## config.mk

```make
export PLATFORM = sky130hd
export DESIGN_NAME = control_sequencer
export DESIGN_NICKNAME = d
export VERILOG_FILES = /design/src/rtl/control_sequencer.sv
export SDC_FILE = /design/constraint.sdc
export NUM_CORES = 1
export LEC_CHECK = 0
export ABC_CLOCK_PERIOD_IN_PS = 1740
export CELL_PAD_IN_SITES_DETAIL_PLACEMENT = 0
export CELL_PAD_IN_SITES_GLOBAL_PLACEMENT = 2
export CORE_MARGIN = 3
export CORE_UTILIZATION = 21
export CTS_BUF_LIST = sky130_fd_sc_hd__clkbuf_8
export CTS_CLUSTER_SIZE = 25
export DETAILED_ROUTE_END_ITERATION = 6
export PLACE_DENSITY = 0.78
export SLEW_MARGIN = 20
export SYNTH_ARGS = -nofsm -noshare
export SYNTH_HDL_FRONTEND = slang
export SYNTH_SLANG_ARGS = --single-unit
```

## constraint.sdc

```tcl
create_clock -name clk -period 1.74 [get_ports clk]
set_input_delay 0.261 -clock clk [delete_from_list [all_inputs] [get_ports clk]]
set_output_delay 0.261 -clock clk [all_outputs]
set_load 0.005 [all_outputs]
```

## src/rtl/control_sequencer.sv

```systemverilog
// control_sequencer
//   Microcode sequencer for the SAP-U datapath. It steps through the T-states
//   and drives every bus-enable and load strobe for PC, MAR/RAM, IR, A, B,
//   the ALU and the output register. The decode is built so that at most one
//   bus driver is active in any cycle.
//
// Parameters
//   OPCODE_W   width of the opcode field (IR[7:4])
//   EARLY_END  1: return to T0 right after an instruction's last active step
//              0: always run T0..T4
//
// Ports
//   clk                 in   rising-edge system clock
//   reset               in   asynchronous reset, active-low
//   opcode              in   IR upper nibble, stable from T2 to end of instr
//   run                 in   1: advance every clock, 0: single-step mode
//   step                in   single-step request (used only when run=0)
//   pc_out              out  PC drives bus
//   pc_inc              out  PC increment
//   pc_load             out  PC loads from bus
//   ram_load_mar_reg    out  MAR loads from bus
//   ram_output_enable   out  RAM drives bus
//   ram_control_signal  out  RAM write strobe
//   ir_load_n           out  IR loads from bus (active-low)
//   ir_out_n            out  IR low nibble drives bus (active-low)
//   reg_a_load_n        out  A loads from bus (active-low)
//   reg_a_bus_enable_n  out  A drives bus (active-low)
//   reg_b_load_n        out  B loads from bus (active-low)
//   alu_enable          out  ALU drives bus
//   alu_subtract        out  ALU subtract select
//   out_load            out  output register loads from bus
//   halted              out  sequencer is in HALT
//   t_state             out  current T-state 0-4, 7 = HALT
module control_sequencer #(
  parameter int OPCODE_W  = 4,
  parameter int EARLY_END = 1
) (
  input  logic                clk,
  input  logic                reset,
  input  logic [OPCODE_W-1:0] opcode,
  input  logic                run,
  input  logic                step,
  output logic                pc_out,
  output logic                pc_inc,
  output logic                pc_load,
  output logic                ram_load_mar_reg,
  output logic                ram_output_enable,
  output logic                ram_control_signal,
  output logic                ir_load_n,
  output logic                ir_out_n,
  output logic                reg_a_load_n,
  output logic                reg_a_bus_enable_n,
  output logic                reg_b_load_n,
  output logic                alu_enable,
  output logic                alu_subtract,
  output logic                out_load,
  output logic                halted,
  output logic [2:0]          t_state
);

  typedef enum logic [2:0] {
    T0   = 3'd0,
    T1   = 3'd1,
    T2   = 3'd2,
    T3   = 3'd3,
    T4   = 3'd4,
    HALT = 3'd7
  } state_t;

  localparam logic [OPCODE_W-1:0] OP_LDA = OPCODE_W'(4'h0);
  localparam logic [OPCODE_W-1:0] OP_ADD = OPCODE_W'(4'h1);
  localparam logic [OPCODE_W-1:0] OP_SUB = OPCODE_W'(4'h2);
  localparam logic [OPCODE_W-1:0] OP_STA = OPCODE_W'(4'h4);
  localparam logic [OPCODE_W-1:0] OP_LDI = OPCODE_W'(4'h5);
  localparam logic [OPCODE_W-1:0] OP_JMP = OPCODE_W'(4'h6);
  localparam logic [OPCODE_W-1:0] OP_OUT = OPCODE_W'(4'hE);
  localparam logic [OPCODE_W-1:0] OP_HLT = OPCODE_W'(4'hF);

  state_t state, state_nxt;
  logic   advance;

  // Active-high decode, gated by reset below.
  logic d_pc_out, d_pc_inc, d_pc_load, d_mar_load, d_ram_out, d_ram_we;
  logic d_ir_load, d_ir_out, d_a_load, d_a_out, d_b_load;
  logic d_alu_en, d_alu_sub, d_out_load;

  // step only matters in single-step mode.
  assign advance = run | step;

  always_ff @(posedge clk or negedge reset) begin
    if (!reset) begin
      state <= T0;
    end else begin
      state <= state_nxt;
    end
  end

  // Next-state: the early exits shorten instructions whose remaining steps are idle.
  always_comb begin
    state_nxt = state;
    if (advance) begin
      unique case (state)
        T0: state_nxt = T1;
        T1: state_nxt = T2;
        T2: begin
          if (opcode == OP_HLT) begin
            state_nxt = HALT;
          end else if ((EARLY_END != 0) &&
                       (opcode != OP_LDA) && (opcode != OP_ADD) &&
                       (opcode != OP_SUB) && (opcode != OP_STA)) begin
            state_nxt = T0;
          end else begin
            state_nxt = T3;
          end
        end
        T3: begin
          if ((EARLY_END != 0) && ((opcode == OP_LDA) || (opcode == OP_STA))) begin
            state_nxt = T0;
          end else begin
            state_nxt = T4;
          end
        end
        T4:      state_nxt = T0;
        HALT:    state_nxt = HALT;
        default: state_nxt = T0;
      endcase
    end
  end

  // Strobe decode from state and opcode. Each state/opcode pair selects at
  // most one bus driver.
  always_comb begin
    d_pc_out   = 1'b0;
    d_pc_inc   = 1'b0;
    d_pc_load  = 1'b0;
    d_mar_load = 1'b0;
    d_ram_out  = 1'b0;
    d_ram_we   = 1'b0;
    d_ir_load  = 1'b0;
    d_ir_out   = 1'b0;
    d_a_load   = 1'b0;
    d_a_out    = 1'b0;
    d_b_load   = 1'b0;
    d_alu_en   = 1'b0;
    d_alu_sub  = 1'b0;
    d_out_load = 1'b0;
    unique case (state)
      T0: begin
        d_pc_out   = 1'b1;
        d_mar_load = 1'b1;
      end
      T1: begin
        d_ram_out = 1'b1;
        d_ir_load = 1'b1;
        d_pc_inc  = 1'b1;
      end
      T2: begin
        unique case (opcode)
          OP_LDA, OP_ADD, OP_SUB, OP_STA: begin
            d_ir_out   = 1'b1;
            d_mar_load = 1'b1;
          end
          OP_LDI: begin
            d_ir_out = 1'b1;
            d_a_load = 1'b1;
          end
          OP_JMP: begin
            d_ir_out  = 1'b1;
            d_pc_load = 1'b1;
          end
          OP_OUT: begin
            d_a_out    = 1'b1;
            d_out_load = 1'b1;
          end
          default: ;
        endcase
      end
      T3: begin
        unique case (opcode)
          OP_LDA: begin
            d_ram_out = 1'b1;
            d_a_load  = 1'b1;
          end
          OP_ADD, OP_SUB: begin
            d_ram_out = 1'b1;
            d_b_load  = 1'b1;
            d_alu_sub = (opcode == OP_SUB);
          end
          OP_STA: begin
            d_a_out  = 1'b1;
            d_ram_we = 1'b1;
          end
          default: ;
        endcase
      end
      T4: begin
        if ((opcode == OP_ADD) || (opcode == OP_SUB)) begin
          d_alu_en  = 1'b1;
          d_a_load  = 1'b1;
          d_alu_sub = (opcode == OP_SUB);
        end
      end
      default: ;
    endcase
  end

  // Reset gates the outputs combinationally so nothing is driven while it is held.
  assign pc_out             = reset & d_pc_out;
  assign pc_inc             = reset & d_pc_inc;
  assign pc_load            = reset & d_pc_load;
  assign ram_load_mar_reg   = reset & d_mar_load;
  assign ram_output_enable  = reset & d_ram_out;
  assign ram_control_signal = reset & d_ram_we;
  assign ir_load_n          = ~(reset & d_ir_load);
  assign ir_out_n           = ~(reset & d_ir_out);
  assign reg_a_load_n       = ~(reset & d_a_load);
  assign reg_a_bus_enable_n = ~(reset & d_a_out);
  assign reg_b_load_n       = ~(reset & d_b_load);
  assign alu_enable         = reset & d_alu_en;
  assign alu_subtract       = reset & d_alu_sub;
  assign out_load           = reset & d_out_load;
  assign halted             = reset & (state == HALT);
  assign t_state            = reset ? state : 3'd0;

endmodule

```

== Yosys cells after proc, flatten, opt, wreduce, memory -nomap -nowiden ==
Index checks and enable logic that the tools add are counted.
Word-level totals
  word-level logic and storage cells: 78
  bits in registers: 3
Cells by class
  eq/ne operators: 15
  mux-type cells: 30
  reductions and logical operators: 12
  bitwise logic cells: 20
Operator list (number)
  two-way mux 1 bit: 20
  one-hot mux 3 bit (5 select lines): 1
  bitwise AND 1 bit: 14
  equality test 4 x 3 -> 1 bit, second input constant: 3
  two-way mux 3 bit: 3
  equality test 4 bit, second input constant: 2
  one-hot mux 1 bit (2 select lines): 4
  equality test 3 x 2 -> 1 bit, second input constant: 2
  equality test 3 bit, second input constant: 2
  OR reduction 6 bit: 1
  inverter 1 bit: 5
  equality test 4 x 1 -> 1 bit, second input constant: 1
  equality test 4 x 2 -> 1 bit, second input constant: 1
  zero test 4 bit: 1
  inequality test 4 x 1 -> 1 bit, second input constant: 1
  inequality test 4 x 2 -> 1 bit, second input constant: 1
  inequality test 4 x 3 -> 1 bit, second input constant: 1
  nonzero test 4 bit: 1
  OR reduction 4 bit: 1
  equality test 3 x 1 -> 1 bit, second input constant: 1
  logical AND 1 bit: 3
  zero test 3 bit: 1
  one-hot mux 1 bit (3 select lines): 1
  OR reduction 3 bit: 1
  4 further kinds: 5

== Longest topological paths before layout ==
Gate-level depths: netlist of the first run.
  depth after elaboration: 7
  mapped depth: 4
  mapped depth without buffers: 3

== Least setup slack after synthesis of the first run ==
OpenSTA, ideal clock, no wires.
  kind: reg2out
  start: reg state[2]
  end: out ram_control_signal
  stages on the path, launching flop included: 5
  arrival: 1.084 ns
  path slack: 0.395 ns
  required time: 1.479 ns
  cell sequence: dfrtp_1 buf_2 nand3b_4 nor4b_2 and2_1
On the way
  cells in the longest elaborated chain, start to end: 3
RTL lines
  start: declaration: line 79  | state_t state, state_nxt;
  start signal: assignment: line 94  | state <= state_nxt;
  equality test 3 x 2 -> 1 bit: line 147  | unique case (state)
  two-way mux 1 bit: line 147
  bitwise AND 1 bit: line 213  | assign ram_control_signal = reset & d_ram_we;
  end: declaration: line 48  | output logic ram_control_signal,
No other way between the ends.

== Final worst setup path of the first run ==
  start: reg state[0]
  end: out out_load
On the way
  cells in the longest elaborated chain, start to end: 3
RTL lines
  equality test 3 x 2 -> 1 bit: line 147
  two-way mux 1 bit: line 147
  bitwise AND 1 bit: line 221  | assign out_load = reset & d_out_load;
  end: declaration: line 56  | output logic out_load,
No other way between the ends.

==> impl_metrics.yaml, run 1 <==
outcome:
  status: "completed"
cts:
  root_buffer: "clkbuf_8"
  cts_max_level: 1
  cts_buffers: 3
  ctsHoldBuffers: 0
  clock_path_buffers: 2
  insertion_delay_ns: 0.22
  cts.sinks: 3
  clkTransAtPathRegs_ns: 0.03
  cts_tree: "yes"
flow_run:
  drv_cap: 0
worst_setup_path:
  worstPathArrival_ns: 1.47
  critPathMaxFanout: 7
  ff2ff_path_depth: 4
  cpPeakStageDelay_ns: 0.47
  crit_chain: "nor3b_2, buf_4, and3_4, and3_1, buf_2"
  critical_path_depth: 5
  slowest_stage: "dfrtp_2"
  startpoint_type: "flip-flop"
  critPathKind: "reg -> out"
  cp_top_family: "simple AND/OR/NAND/NOR gates"
  end_kind: "primary output"
  cp_num_buf_inv: 2
  crit_required_ns: 1.48
final_layout:
  stdcell_area_um2: 1050
  final_cell_mix: "28 x buf_4, 11 x dlygate4sd2_1, 9 x nand2_1"
  drive_gt1_share_pct: 47.5
  nets: 131
  final_common_cell: "buf_4"
  largestRegisters: "state (3)"
  antenna_cells: 0
  top_register: "state"
  finalCoreUtilization_pct: 46.3
  largest_reg_flops: 3
  syn2layout_area_growth_pct: 103
sta:
  min_period_over_period_pct: 99.2
  rsz0062_at_grt: "true"
  tightest_slew_ns: 0.283
  relSlewSlack_pct: 81.1
  clock.fmax_ghz: 0.579
  skew_ns: 0.00159
  setup_viol: 0
  period_needed_ns: 1.73
  drv_slew: 0
  hold_viol: 0
detailed_routing:
  dr.max_layer_used: "met4"
  drt-wirelength-per-cell_um: 11.7
  drt_first_iter_violations: 3
  detail-route-antenna-nets: 0
  vias: 699
  routed_wl_mm: 1.76
  wl_met2_um: 848
  drt-met1-wl_um: 786
  drcViolationCount: 0
  drt_pass1_iterations: 3
  avgViaCountPerCell: 4.66
  wl_met3_um: 94
placement:
  hpwl_mm: 1.35
  port_buffers: 25
  placed_area_um2: 943
  gp_congestion: 0.796
hold_path:
  hold_class: "in -> async"
global_route:
  grt_pass1_vias: 694
  grt_pass1_wl_mm: 2.96
  grtUsageTotal_pct: 11.7
  overflow: 0
  antenna_found_initial: 0
  grt_max_degree: 11
logic_synthesis:
  synth_flop_cell: "dfrtp_1"
  synth_seq_cells: 3
  yosys.area.top_type: "dfrtp_1"
  synth_cell_types: 34
  yosysSeqAreaShare_pct: 14.5
  avgSynthCellArea_um2: 7.42
  synth_warnings: 0
  syn-num-nets: 78
  synth_area_um2: 519
  synth_edf_count: 0
  synth_top_area_share_pct: 14.5
  synth-async-reset-ratio_pct: 100
  synthTopCellsByArea: "dfrtp_1 14%, nand2_1 6.5%, and2_1 6.0%"
  syn-instance-count: 70
power_and_ir_drop:
  p_per_area_nw_per_um2: 1050
  p_leak_nw: 0.517
  p_total_mw: 1.10
  ir_drop_v: 0.000689
floorplanning:
  die_width_um: 55.7
  start_util_pct: 22.8
  die_height_um: 55.7
  io_pins: 26
  core-area_um2: 2280
  std_cell_rows: 17
  dieArea_um2: 3110
==> worst paths after layout <==
path	from	end	slack, ns
max	state[0]$_DFFE_PN0P_	out_load	0.01
min	reset	state[1]$_DFFE_PN0P_	0.25
max reg2reg	state[0]$_DFFE_PN0P_	state[1]$_DFFE_PN0P_	0.56
min reg2reg	state[2]$_DFFE_PN0P_	state[2]$_DFFE_PN0P_	0.72
max in group asynchronous	reset	state[0]$_DFFE_PN0P_	1.36
min in group clk	state[2]$_DFFE_PN0P_	state[2]$_DFFE_PN0P_	0.72
==> routing by layer <==
layer	vias to the layer above	track usage, %
li1	355	-
met1	319	14.3
met2	21	19.3
met3	4	2.78
met4	0	5.56
met5	-	0
==> repair_timing <==
action | 4_1_cts | 5_1_grt
gates resized for setup | 54 | 6
pin swaps | 7 | 4
setup buffers | 8 | 0
setup endpoints to repair | 18 | 8
==> worst reg2reg max path, delay by kind of cell (launching register included) <==
family / cells / cell delay [ns]
AOI/OAI and AO/OA: 2 / 0.36
and+or+nand+nor: 1 / 0.05
DFF: 1 / 0.47
buffers and inverters: 1 / 0.18
==> through the flow <==
step / TNS [ns] / setup slack [ns] / instances / hold slack [ns]
CTS: -0.0263 / -0.0263 / 152 / 0.275
floorplan: 0 / 0.395 / 70 / -0.0346
global route: -0.0845 / -0.0451 / 150 / 0.277
global placement: -6.06 / -0.462 / 141 / 0.736
finish: 0 / 0.0135 / 150 / 0.249
detailed placement: -6.21 / -0.501 / 141 / 0.749
==> final cells by class <==
type,instances,area [µm²]
clock inverters,1,3.75
clock buffers,3,41.3
well taps,28,35.0
inverters,2,7.51
flip-flops and latches,3,77.6
fillers,240,1220
multi-input cells,58,448
repair buffers,55,442
==> power by group <==
| part | switching [mW] | internal [mW] |
|---|---|---|
| Sequential | 0.0636 | 0.104 |
| Clock | 0.0464 | 0.150 |
| Combinational | 0.293 | 0.445 |
| Total | 0.403 | 0.699 |
==> cells by family after synthesis <==
family,count (synthesis),synth area share (%)
and+or+nand+nor,41,49.2
AOI/OAI and AO/OA,15,21.7
buffers and inverters,9,10.8
DFF,3,14.5
xor gates and xnor gates,1,1.69
adders and majority gates,1,2.17
==> Yosys cell counts, types with 2 or more instances <==
master    instances
a21boi_0          2
a21oi_1           2
and2_1            5
and3_1            4
and4_1            2
buf_2             3
buf_4             3
dfrtp_1           3
inv_1             2
nand2_1           9
nand3_1           3
nor2_1            6
nor2b_1           2
o21ai_1           2
o31ai_1           2
or2_0             2
(Power assumes the default switching activity.)
==> run 2: changes to the inputs <==
--- a/config.mk
+++ b/config.mk
@@ -6,6 +6,7 @@
 export NUM_CORES = 1
 export LEC_CHECK = 0
 export ABC_CLOCK_PERIOD_IN_PS = 1740
+export CAP_MARGIN = 20
 export CELL_PAD_IN_SITES_DETAIL_PLACEMENT = 0
 export CELL_PAD_IN_SITES_GLOBAL_PLACEMENT = 2
 export CORE_MARGIN = 3
@@ -13,7 +14,7 @@
 export CTS_BUF_LIST = sky130_fd_sc_hd__clkbuf_8
 export CTS_CLUSTER_SIZE = 25
 export DETAILED_ROUTE_END_ITERATION = 6
-export PLACE_DENSITY = 0.78
+export PLACE_DENSITY = 0.87
 export SLEW_MARGIN = 20
 export SYNTH_ARGS = -nofsm -noshare
 export SYNTH_HDL_FRONTEND = slang
==> run 2 against run 1 <==
- the flow now finishes with violations (setup timing)
- final cell count rose by 2.0%
- worst hold slack lost 0.0023 ns
- clock power about the same
- total power is 6.5% higher
- routed wire length down 4.9%
- global-route usage fell by 0.45 points
- sequential share of layout area down 0.069 points
- fmax down 2.9%
- die area did not move
- design area grew 0.95%
==> impl_metrics.yaml, run 2 (synthesis results as in run 1) <==
outcome:
  status: "finished with violations"
  violations: "setup timing"
global_route:
  overflow: 0
  grt_max_degree: 9
  grt_pass1_vias: 682
  antenna_found_initial: 0
  grtUsageTotal_pct: 11.3
  grt_pass1_wl_mm: 2.86
cts:
  cts_buffers: 3
  clkTransAtPathRegs_ns: 0.03
  clock_path_buffers: 2
  cts.sinks: 3
  root_buffer: "clkbuf_8"
  cts_tree: "yes"
  insertion_delay_ns: 0.22
  ctsHoldBuffers: 0
  cts_max_level: 1
sta:
  drv_slew: 0
  rsz0062_at_grt: "true"
  period_needed_ns: 1.78
  tightest_slew_ns: 0.281
  setup_viol: 2
  relSlewSlack_pct: 81.3
  finalSetupTns_ns: -0.0697
  clock.fmax_ghz: 0.562
  skew_ns: 0.000446
  hold_viol: 0
  setup_ws_ns: -0.0383
  min_period_over_period_pct: 102
detailed_routing:
  vias: 688
  drt_first_iter_violations: 14
  avgViaCountPerCell: 4.50
  drt-wirelength-per-cell_um: 10.9
  detail-route-antenna-nets: 0
  drcViolationCount: 0
  routed_wl_mm: 1.67
  drt_pass1_iterations: 4
power_and_ir_drop:
  p_per_area_nw_per_um2: 1100
  p_leak_nw: 0.547
  ir_drop_v: 0.000746
floorplanning:
  die_height_um: 55.7
  dieArea_um2: 3110
  io_pins: 26
  die_width_um: 55.7
  start_util_pct: 22.8
  core-area_um2: 2280
  std_cell_rows: 17
final_layout:
  final_common_cell: "buf_4"
  nets: 134
  syn2layout_area_growth_pct: 105
  stdcell_area_um2: 1060
  drive_gt1_share_pct: 45.6
  largestRegisters: "state (3)"
  top_register: "state"
  largest_reg_flops: 3
  seq_area_um2: 77.6
  antenna_cells: 0
  fillers: 238
  final_cell_mix: "30 x buf_4, 10 x dlygate4sd2_1, 9 x nand2_1"
  multi_input_area_um2: 425
worst_setup_path:
  cp_top_family: "simple AND/OR/NAND/NOR gates"
  ff2ff_path_depth: 5
  critPathKind: "reg -> out"
  critPathMaxFanout: 5
  r2r_setup_slack_ns: 0.41
  end_kind: "primary output"
  slowest_stage: "dfrtp_2"
  worst_r2r_startpoint: "state[1]$_DFFE_PN0P_"
  crit_required_ns: 1.48
  worstPathArrival_ns: 1.52
  cpPeakStageDelay_ns: 0.44
  worstReg2RegEnd: "state[1]$_DFFE_PN0P_"
  crit_chain: "buf_6, nor3b_4, buf_4, and3_4, and3_1, buf_2"
  startpoint_type: "flip-flop"
  cp_num_buf_inv: 3
placement:
  port_buffers: 25
  gp_congestion: 0.804
  placed_area_um2: 913
  hpwl_mm: 1.23
hold_path:
  hold_class: "in -> async"
flow_run:
  drv_cap: 0
## run 2: cell types whose count changed in the layout (fill, tap and decap cells not counted), sizes merged
cell,delta
buf,+2
clkbuf,+1
clkdlybuf4s15,+1
clkdlybuf4s50,-1
dlygate4sd2,-1
dlymetal6s2s,+1
## run 2: where the power goes
group | internal (mW) | leakage, nW | switching (mW)
logic | 0.511 | 0.484 | 0.323
clock network | 0.150 | 0.0269 | 0.0484
registers | 0.104 | 0.0357 | 0.0374
total | 0.765 | 0.547 | 0.409
## run 2: cell type report
cell class                 count  share of cell area, %
tap                           28                   3.29
clock buffer                   3                   3.88
multi-input combinational     58                   40.0
sequential                     3                   7.29
clock inverter                 1                  0.353
timing repair buffer          58                   44.5
inverter                       2                  0.705
## run 2: layer usage
layer	share of wire, %	GRT usage, %
met5	0	0
met4	0.48	3.13
met3	7.2	4.18
met2	47	19.3
met1	45	13.1
## run 2: worst register-to-register path: stages (launching register included)
cell	delay [ns]
dfrtp_1	0.38
buf_4	0.15
buf_4	0.12
buf_4	0.15
a21boi_0	0.12
a211o_1	0.29
## run 2: repair_timing
action | in CTS | in global routing
pin swaps | 7 | 4
endpoints found under the setup margin | 18 | 9
resized for setup | 51 | 9
cloned | 0 | 0
setup buffers | 12 | 1
## run 2: worst max path at each step
stage | slack (ns) | cells past startpoint | start | end
floorplan | 0.40 | 4 | state[2]$_DFFE_PN0P_ | ram_control_signal
global placement | -0.52 | 5 | reset | out_load
detailed placement | -0.50 | 5 | reset | out_load
CTS | -0.09 | 4 | state[1]$_DFFE_PN0P_ | alu_enable
global route | -0.12 | 6 | state[0]$_DFFE_PN0P_ | out_load
finish | -0.04 | 6 | state[0]$_DFFE_PN0P_ | out_load
## run 2: per-stage QoR
stage / worst slack, ns / power [mW] / utilization (%) / cells / hold slack (ns)
detailed placement: -0.500 / 0.757 / 40.1 / 137 / 0.724
global placement: -0.524 / 0.746 / 40.1 / 137 / 0.718
global route: -0.119 / 1.27 / 46.8 / 153 / 0.261
floorplan: 0.395 / 0.449 / - / 70 / -0.0346
finish: -0.0383 / 1.17 / 46.8 / 153 / 0.246
CTS: -0.0935 / 1.15 / 46.6 / 153 / 0.243
==> run 3: changes to the inputs <==
--- a/config.mk
+++ b/config.mk
@@ -14,6 +14,8 @@
 export CTS_BUF_LIST = sky130_fd_sc_hd__clkbuf_8
 export CTS_CLUSTER_SIZE = 25
 export DETAILED_ROUTE_END_ITERATION = 6
+export GPL_ROUTABILITY_DRIVEN = 0
+export GPL_TIMING_DRIVEN = 0
 export PLACE_DENSITY = 0.87
 export SLEW_MARGIN = 20
 export SYNTH_ARGS = -nofsm -noshare
==> run 3 against run 2 <==
- the flow now finishes without violations
- total power down 11%
- sequential power about the same
- largest power group unchanged
- global-route usage down 1.2 points
- register-to-register slack better by 0.11 ns
- critical endpoint is now halted
- clock skew up 0.0041 ns
==> impl_metrics.yaml, run 3 (synthesis results as in run 1) <==
floorplanning:
  start_util_pct: 22.8
  dieArea_um2: 3110
  die_width_um: 55.7
  io_pins: 26
  core-area_um2: 2280
  std_cell_rows: 17
  die_height_um: 55.7
final_layout:
  syn2layout_area_growth_pct: 73.0
  drive_gt1_share_pct: 33.0
  finalCoreUtilization_pct: 39.5
  largest_reg_flops: 3
  largestRegisters: "state (3)"
  nets: 115
  final_cell_mix: "9 x buf_4, 9 x nand2_1"
  top_register: "state"
  antenna_cells: 0
sta:
  finalSetupTns_ns: 0
  period_needed_ns: 1.71
  clock.fmax_ghz: 0.584
  setup_ws_ns: 0.0273
  setup_viol: 0
  hold_viol: 0
  drv_slew: 0
  timing.hold.ws_ns: 0.492
  tightest_slew_ns: 0.291
  skew_ns: 0.00451
  min_period_over_period_pct: 98.4
  rsz0062_at_grt: "true"
  relSlewSlack_pct: 80.6
global_route:
  overflow: 0
  grt_pass1_wl_mm: 2.62
  grtUsageTotal_pct: 10.1
  antenna_found_initial: 0
  grt_max_degree: 12
  grt_pass1_vias: 604
detailed_routing:
  drt_first_iter_violations: 5
  avgViaCountPerCell: 4.66
  vias: 625
  drt-wirelength-per-cell_um: 12.3
  routed_wl_mm: 1.65
  detail-route-antenna-nets: 0
  drcViolationCount: 0
  drt_pass1_iterations: 4
worst_setup_path:
  cpPeakStageDelay_ns: 0.50
  worstPathArrival_ns: 1.45
  end_kind: "primary output"
  crit_chain: "and2_1, and3_1, clkdlybuf4s50_1"
  crit_required_ns: 1.48
  critPathMaxFanout: 3
  slowest_stage: "clkdlybuf4s50_1"
  cp_top_family: "buffers and inverters"
  startpoint_type: "flip-flop"
  critPathKind: "reg -> out"
  cp_num_buf_inv: 1
cts:
  root_buffer: "clkbuf_8"
  cts.sinks: 3
  insertion_delay_ns: 0.21
  clkTransAtPathRegs_ns: 0.03
  cts_buffers: 3
  clock_path_buffers: 2
  cts_max_level: 1
  cts_tree: "yes"
power_and_ir_drop:
  p_per_area_nw_per_um2: 1160
  p_total_mw: 1.04
  p_leak_nw: 0.433
  ir_drop_v: 0.000730
outcome:
  status: "completed"
flow_run:
  drv_cap: 0
placement:
  port_buffers: 21
  pre_cts_ws_ns: -0.683
  hpwl_mm: 1.09
hold_path:
  hold_class: "in -> reg"
[run 3: cell count changes in the layout (fill, tap and decap cells not counted), sizes merged, moves of 2 or more]
cell,change
clkdlybuf4s15,-2
clkdlybuf4s50,+3
dlygate4sd2,-4
buf,-17
[run 3: worst paths after layout]
| kind | endpoint | start | slack (ns) | depth (start not counted) |
|---|---|---|---|---|
| worst max register to register | state[2]$_DFFE_PN0P_ | state[0]$_DFFE_PN0P_ | 0.52 | 5 |
| worst min register to register | state[2]$_DFFE_PN0P_ | state[1]$_DFFE_PN0P_ | 0.69 | 3 |
| min in group asynchronous | state[2]$_DFFE_PN0P_ | reset | 0.57 | 2 |
| worst max-delay path | halted | state[2]$_DFFE_PN0P_ | 0.03 | 3 |
| worst min-delay path | state[2]$_DFFE_PN0P_ | opcode[0] | 0.49 | 4 |
| max in group asynchronous | state[0]$_DFFE_PN0P_ | reset | 0.98 | 2 |
[run 3: report_power, final]
| part | leakage (nW) | total, mW | internal, mW | switching [mW] |
|---|---|---|---|---|
| logic | 0.370 | 0.704 | 0.399 | 0.305 |
| clock network | 0.0269 | 0.194 | 0.150 | 0.0438 |
| registers | 0.0360 | 0.143 | 0.105 | 0.0382 |
[run 3: worst reg2reg max path, stage by stage (launching register included)]
cell	delay, ns
dfrtp_2	0.41
buf_6	0.14
buf_4	0.14
o31ai_1	0.06
o31ai_1	0.11
a32o_1	0.26
[run 3: layer usage]
metal	part of all wire, %	global-route usage, %
met4	0.48	3.13
met1	48	11.8
met5	0	0
met2	45	17.2
met3	7.1	3.48
[run 3: layout make-up]
cell class              instances  area, µm²
plain buffers                   7       65.1
clock buffers                   3       41.3
clock inverters                 1       3.75
fillers                       251       1380
inverters                       2       7.51
multi-input cells              58        410
flip-flops and latches          3       77.6
well taps                      28       35.0
repair buffers                 32        258
[run 3: through the flow]
stage / instance area (µm²) / instances
2_1_floorplan: 519 / 70
3_3_place_gp: 764 / 119
3_5_place_dp: 764 / 119
4_1_cts: 893 / 132
5_1_grt: 898 / 134
6_report: 898 / 134
[run 3: what timing repair did]
action / CTS / global route
setup buffers: 9 / 1
hold buffers: 0 / 1
gates resized for setup: 43 / 7
hold endpoints to repair: 0 / 3
endpoints found under the setup margin: 18 / 9
pin swaps: 8 / 4
